--- config.mk ---
export PLATFORM = sky130hd
export DESIGN_NAME = div_unit
export DESIGN_NICKNAME = d
export VERILOG_FILES = /design/src/rtl/div_unit_pkg.sv /design/src/rtl/div_unit.sv
export SDC_FILE = /design/constraint.sdc
export NUM_CORES = 1
export LEC_CHECK = 0
export CAP_MARGIN = 20
export CORE_UTILIZATION = 45
export CTS_CLUSTER_DIAMETER = 50
export DETAILED_ROUTE_END_ITERATION = 6
export GPL_TIMING_DRIVEN = 0
export PLACE_DENSITY = 0.66
export SYNTH_ARGS = -nofsm -noshare
export SYNTH_HDL_FRONTEND = slang
export SYNTH_SLANG_ARGS = --single-unit
--- constraint.sdc ---
create_clock -name clk -period 7.1 [get_ports clk]
set_clock_uncertainty 0.2 [all_clocks]
set_input_delay 1.065 -clock clk [delete_from_list [all_inputs] [get_ports clk]]
set_output_delay 1.065 -clock clk [all_outputs]
set_load 0.005 [all_outputs]
--- src/rtl/div_unit_pkg.sv ---
// Shared CPU definitions for the divider: FSM encodings, iteration count and
// a sign-magnitude helper used when latching operands.
package div_unit_pkg;

  localparam int DIV_CYCLES = 32;

  typedef enum logic [1:0] {
    DIV_IDLE   = 2'd0,
    DIV_BYZERO = 2'd1,
    DIV_ON     = 2'd2,
    DIV_END    = 2'd3
  } div_state_e;

  // Magnitude of a 32-bit operand; only folded when the op is signed.
  function automatic logic [31:0] div_abs(input logic [31:0] v, input logic sgn);
    return (sgn && v[31]) ? (~v + 32'd1) : v;
  endfunction

endpackage

--- src/rtl/div_unit.sv ---
// Multi-cycle restoring divider (DIV/DIVU) feeding the HI/LO register:
// one quotient bit per cycle on magnitudes, sign fix-up on completion.
module div_unit #(
  parameter int DIV_CYCLES = div_unit_pkg::DIV_CYCLES
) (
  input  logic        clk,
  input  logic        rst,
  input  logic        start,
  input  logic        signed_div,
  input  logic        annul,
  input  logic [31:0] opdata1,
  input  logic [31:0] opdata2,
  output logic [31:0] result_hi,
  output logic [31:0] result_lo,
  output logic        ready,
  output logic        busy
);
  import div_unit_pkg::*;

  localparam int CW = $clog2(DIV_CYCLES + 1);

  div_state_e  state_q;
  logic [CW-1:0] cnt_q;
  logic [64:0] work_q;
  logic [31:0] dvsr_q;
  logic        neg_quo_q;
  logic        neg_rem_q;
  logic [31:0] result_hi_q;
  logic [31:0] result_lo_q;

  logic [64:0] shifted;
  logic [32:0] diff;
  logic [64:0] step_d;
  logic [31:0] quo_d;
  logic [31:0] rem_d;
  logic        last_step;

  // Working register: [63:32] partial remainder, [31:0] dividend bits
  // shifting out the top while quotient bits shift in at the bottom.
  always_comb begin
    shifted   = {work_q[63:0], 1'b0};
    diff      = shifted[64:32] - {1'b0, dvsr_q};
    step_d    = diff[32] ? shifted : {diff, shifted[31:1], 1'b1};
    quo_d     = neg_quo_q ? (~step_d[31:0] + 32'd1) : step_d[31:0];
    rem_d     = neg_rem_q ? (~step_d[63:32] + 32'd1) : step_d[63:32];
    last_step = (cnt_q == CW'(DIV_CYCLES - 1));
  end

  always_ff @(posedge clk) begin
    if (rst) begin
      state_q     <= DIV_IDLE;
      cnt_q       <= '0;
      work_q      <= '0;
      dvsr_q      <= '0;
      neg_quo_q   <= 1'b0;
      neg_rem_q   <= 1'b0;
      result_hi_q <= '0;
      result_lo_q <= '0;
    end else if (annul) begin
      state_q <= DIV_IDLE;
    end else begin
      case (state_q)
        DIV_IDLE: begin
          if (start) begin
            work_q    <= {33'b0, div_abs(opdata1, signed_div)};
            dvsr_q    <= div_abs(opdata2, signed_div);
            neg_quo_q <= signed_div & (opdata1[31] ^ opdata2[31]);
            neg_rem_q <= signed_div & opdata1[31];
            cnt_q     <= '0;
            state_q   <= (opdata2 == 32'd0) ? DIV_BYZERO : DIV_ON;
          end
        end
        DIV_BYZERO: begin
          result_hi_q <= '0;
          result_lo_q <= '0;
          state_q     <= DIV_END;
        end
        DIV_ON: begin
          work_q <= step_d;
          cnt_q  <= cnt_q + CW'(1);
          if (last_step) begin
            result_hi_q <= rem_d;
            result_lo_q <= quo_d;
            state_q     <= DIV_END;
          end
        end
        DIV_END: state_q <= DIV_IDLE;
        default: state_q <= DIV_IDLE;
      endcase
    end
  end

  assign busy      = (state_q == DIV_ON) || (state_q == DIV_BYZERO);
  assign ready     = (state_q == DIV_END);
  assign result_hi = result_hi_q;
  assign result_lo = result_lo_q;

endmodule

### Yosys cells after proc, flatten, opt, wreduce, memory -nomap -nowiden

Index checks and enable logic that the tools add are counted.

| word-level totals | value |
|---|---|
| flip-flop bits (word level) | 170 |
| bits of input ports | 69 |
| output and inout bits | 66 |
| word-level logic and storage cells | 57 |

| operators by class | value |
|---|---|
| $add $sub $neg | 6 |
| equal/unequal tests | 6 |
| multiplexer cells | 17 |
| bitwise operators | 8 |
| reduce and logical (&&, ||, !) cells | 12 |

Operators by type and width:

| cell | number |
|---|---|
| $mux W32 | 6 |
| $add A32 B1 Y32 const B | 4 |
| $mux W64 | 2 |
| $not A32 Y32 | 4 |
| $pmux W32 S2 | 2 |
| $pmux W64 S2 | 1 |
| $sub A33 B32 Y33 | 1 |
| $logic_not A32 Y1 | 1 |
| $pmux W6 S2 | 1 |
| $reduce_and A3 Y1 | 3 |
| $pmux W2 S4 | 1 |
| $add A6 B1 Y6 const B | 1 |
| $eq A6 B5 Y1 const B | 1 |
| $mux W2 | 3 |
| $mux W6 | 1 |
| $eq A2 B2 Y1 const B | 2 |
| $ne A2 B2 Y1 const B | 2 |
| $reduce_bool A2 Y1 | 2 |
| $and A1 B1 Y1 | 2 |
| $eq A2 B1 Y1 const B | 1 |
| $logic_and A1 B1 Y1 | 2 |
| $logic_not A2 Y1 | 1 |
| $reduce_and A2 Y1 | 1 |
| $reduce_or A2 Y1 | 1 |
| other kinds (3) | 3 |

### Depth between registers and ports, before layout

| logic depth | value |
|---|---|
| depth in word-level cells | 7 |
| depth in mapped cells | 26 |
| depth with buffers taken out | 24 |

### Worst setup path before layout

No wires, ideal clock.

| timing | value |
|---|---|
| path type | reg2reg |
| from | reg work_q[31] |
| to | reg result_hi_q[30], in the netlist result_hi[30] |
| data arrival time | 5.298 ns |
| required time | 6.783 ns |
| path slack | 1.485 ns |
| cell stages (with the launch flop) | 24 |
| period minus slack after synthesis | 5.615 ns |
| cells stage by stage | dfxtp_1 > inv_1 > ha_1 > inv_1 > fa_1 > a211oi_4 > o31ai_4 > o2111ai_4 > a21oi_4 > o21a_4 > nor2_2 > buf_2 > buf_2 > mux2i_1 > ha_1 > nand2_1 > or3_1 > or4_1 > nor3_2 > o22ai_2 > a2111oi_4 > a41oi_1 > xnor2_1 > a22o_1 |

| between the ends | value |
|---|---|
| cells in the longest elaborated chain, start to end | 7 |

Ends and longest elaborated chain:

| what | line | RTL |
|---|---|---|
| from (decl) | div_unit.sv:24 | `logic [64:0] work_q;` |
| from (signal assigned) | div_unit.sv:65 | `work_q <= {33'b0, div_abs(opdata1, signed_div)};` |
| from (signal assigned) | div_unit.sv:79 | `work_q <= step_d;` |
| $sub A33 B32 Y33 | div_unit.sv:42 | `diff = shifted[64:32] - {1'b0, dvsr_q};` |
| $mux W64 * | div_unit.sv:43 | `step_d = diff[32] ? shifted : {diff, shifted[31:1], 1'b1};` |
| $not A32 Y32 | div_unit.sv:45 | `rem_d = neg_rem_q ? (~step_d[63:32] + 32'd1) : step_d[63:32];` |
| $add A32 B1 Y32 | div_unit.sv:45 |  |
| $mux W32 * | div_unit.sv:45 |  |
| $mux W32 * | div_unit.sv:81 | `if (last_step) begin` |
| $pmux W32 S2 * | div_unit.sv:62 | `case (state_q)` |
| to (signal assigned) | div_unit.sv:82 | `result_hi_q <= rem_d;` |
| to (decl) | div_unit.sv:28 | `logic [31:0] result_hi_q;` |

Every way passes the cells marked *; elsewhere a longest branch is shown, timed or not. The select of a mux whose other input is x is not followed.
A chain may end at the register's enable or synchronous reset.

### Final worst setup path

Ends and elaborated chain as after synthesis.

==> flow_summary.yaml <==
logic_synthesis:
  synth_common_cells: "nand2_1 (195), nor2_1 (194), dfxtp_1 (170)"
  yosys_most_used_dff: "dfxtp_1"
  ys_ff_latch: 170
  synth_cell_types: 96
  async_flop_share_pct: 0
  ys_warn_count: 0
  synth_area_um2: 11900
  synth_edf_count: 0
  yosysMostFrequentCell: "nand2_1"
  avgSynthCellArea_um2: 7.67
  syn_inst: 1550
  synth_nets: 1661
  synthTopCellsByArea: "dfxtp_1 (29%), nand2_1 (6.2%), nor2_1 (6.1%)"
  seq_area_frac_synth_pct: 28.6
  synth.largest_area_cell: "dfxtp_1"
  synth.top_cell.area_share_pct: 28.6
clock_network:
  cts_hold_buffers: 0
  htree_levels: 4
  cts_resized: 0
  post_cts_buffers: 0
  cts_tree: "built"
  cts_buffers: 17
  clock_sinks: 170
  clk_pin_slew_ns: 0.07
  clockBufferDepth: 2
  root_buffer: "clkbuf_16"
  insertion_delay_ns: 0.43
sta:
  post-route-period-util_pct: 94.0
  final.setup.tns_ns: 0
  worst_pin_slew_ns: 0.819
  finalHoldViolations: 0
  rsz0062_at_grt: "no"
  finalCriticalPeriod_ns: 6.67
  clock.fmax_mhz: 150
  relSlewSlack_pct: 44.8
  slew_viol_final: 0
  finalSetupViolations: 0
die:
  core-area_um2: 26000
  fp.dieArea_um2: 27100
  die_h_um: 165
  io_pins: 135
  rows: 59
  fp.dieW_um: 165
  start_util_pct: 45.8
worst_setup_path:
  required_ns: 7.23
  reg2reg_depth: 25
  r2r_start: "work_q[31]"
  crit_arrival_ns: 6.80
  critical_path.endpoint_type: "flip-flop"
  reg2reg_to: "result_hi[30]"
  cp_max_fo: 10
  rrSetupSlack_ns: 0.43
  worstSetupPathType: "flip-flop to flip-flop"
  startpoint_type: "flip-flop"
power:
  cellPowerDensity_nw_per_um2: 183
  vdd_drop_max_mv: 0.150
  leakage_nw: 5.09
min_path:
  worst_hold_path.endpoint: "dvsr_q[31]"
  min-delay-start: "dvsr_q[31]"
  whs_path_depth: 2
  hp-class: "flip-flop to flip-flop"
placement:
  placement.io_buffers: 134
  routabilityCongestion: 0.946
  post-dp-hpwl_um: 31200
global_route:
  track_usage_pct: 29.1
  antenna_found_initial: 0
  first_global_vias: 11000
  gr-total-overflow: 0
  grt_max_degree: 19
  grt_pass1_wl_um: 60700
finish:
  layout-drive-gt1-share_pct: 6.12
  fillers: 2550
  utilization_pct: 54.8
  diodes: 0
  num-nets-final: 1814
  syn2layout_area_growth_pct: 19.6
  multi_input_area_um2: 7920
  ff_latch_area_um2: 3400
run:
  drv_cap: 0
detailed_routing:
  viasPerCell: 5.88
  drt-pass1-iter-count: 6
  vias: 12100
  postRouteAntennaNets: 0
  drt_iter0_drc: 1093
  drcViolationCount: 0
  drt_wl_total_um: 39400
  avgRoutedWirePerCell_um: 19.2
outcome:
  outcome: "finished, final reports clean"
[placed cells by master, fill, tap and decap left out, types with 42 or more instances in the layout]
| master | count |
|---|---|
| xnor2_1 | 78 |
| xor2_1 | 57 |
| inv_1 | 50 |
| clkbuf_1 | 62 |
| clkdlybuf4s50_1 | 134 |
| nor2_1 | 194 |
| o21ai_0 | 87 |
| a21oi_1 | 131 |
| a22oi_1 | 42 |
| dfxtp_1 | 170 |
| nand2_1 | 195 |
[cell type report]
class / instances / share of cell area [%]
multi-input combinational: 1237 / 55.6
sequential: 170 / 23.9
timing repair buffer: 134 / 9.43
clock buffer: 17 / 2.99
tap: 335 / 2.95
buffer: 91 / 2.68
inverter: 52 / 1.37
clock inverter: 15 / 1.06
[worst max-delay path: stages (launching register included)]
cell and delay (ns):
dfxtp_1 0.32, inv_1 0.07, ha_1 0.16, inv_1 0.05
fa_1 0.44, a211oi_4 0.33, o31ai_4 0.17, o2111ai_4 0.35
a21oi_4 0.13, nor3_4 0.37, nor2_2 0.15, inv_2 0.17
buf_2 0.31, buf_2 0.36, o21ai_0 0.24, inv_1 0.10
ha_1 0.22, nand2_1 0.08, or3_1 0.38, or4_1 0.58
nor3_2 0.23, o22ai_2 0.18, a2111oi_4 0.41, a41oi_1 0.18
xnor2_1 0.16, a22o_1 0.20
[state kept, by name, summed over array words and instances (netlist names)]
register and flops:
cnt_q 6, dvsr_q 32, neg_quo_q 1, neg_rem_q 1, result_hi 32, result_lo 32
state_q 2, work_q 64
[where the power goes]
part / internal, W / total [W] / switching [W] / leakage, nW
clock network: 0.000469 / 0.000923 / 0.000454 / 0.285
registers: 0.000983 / 0.00102 / 0.0000357 / 1.38
logic: 0.000247 / 0.000656 / 0.000409 / 3.42
total: 0.00170 / 0.00260 / 0.000899 / 5.09
[per-layer routing]
metal / wire, um / global-route usage [%] / share of wire [%]
met4: 1110 / 9.38 / 2.8
met2: 17100 / 43.9 / 43
met1: 18600 / 42.2 / 47
met5: 0 / 0 / 0
met3: 2580 / 3.94 / 6.6
[worst max-delay path by stage]
stage                     to        from  slack [ns]
2_1_floorplan  result_hi[30]  work_q[31]        1.48
3_3_place_gp   result_hi[30]  work_q[31]        0.60
3_5_place_dp   result_hi[30]  work_q[31]        0.53
4_1_cts        result_hi[30]  work_q[31]        0.50
5_1_grt        result_hi[30]  work_q[31]        0.06
6_report       result_hi[30]  work_q[31]        0.43
[metrics by stage]
step	total power, W	instances	hold slack (ns)	instance area (um^2)	setup slack (ns)
after CTS	0.00259	2051	0.254	14200	0.502
after detailed placement	0.00168	2019	0.247	13700	0.528
after floorplan	0.00147	1550	0.232	11900	1.48
after global routing	0.00271	2051	0.273	14200	0.0643
after global placement	0.00167	2019	0.241	13700	0.602
final	0.00260	2051	0.252	14200	0.429
[cells by family after synthesis]
| family | Yosys count | share of synthesized area [%] |
|---|---|---|
| flops | 170 | 28.6 |
| simple gates | 559 | 22.0 |
| compound gates | 479 | 28.3 |
| fa+ha+maj | 42 | 4.48 |
| buf+inv | 143 | 4.85 |
| xor+xnor | 135 | 9.94 |
| mux | 22 | 1.89 |
No activity file was read; power rests on OpenSTA's default activity.
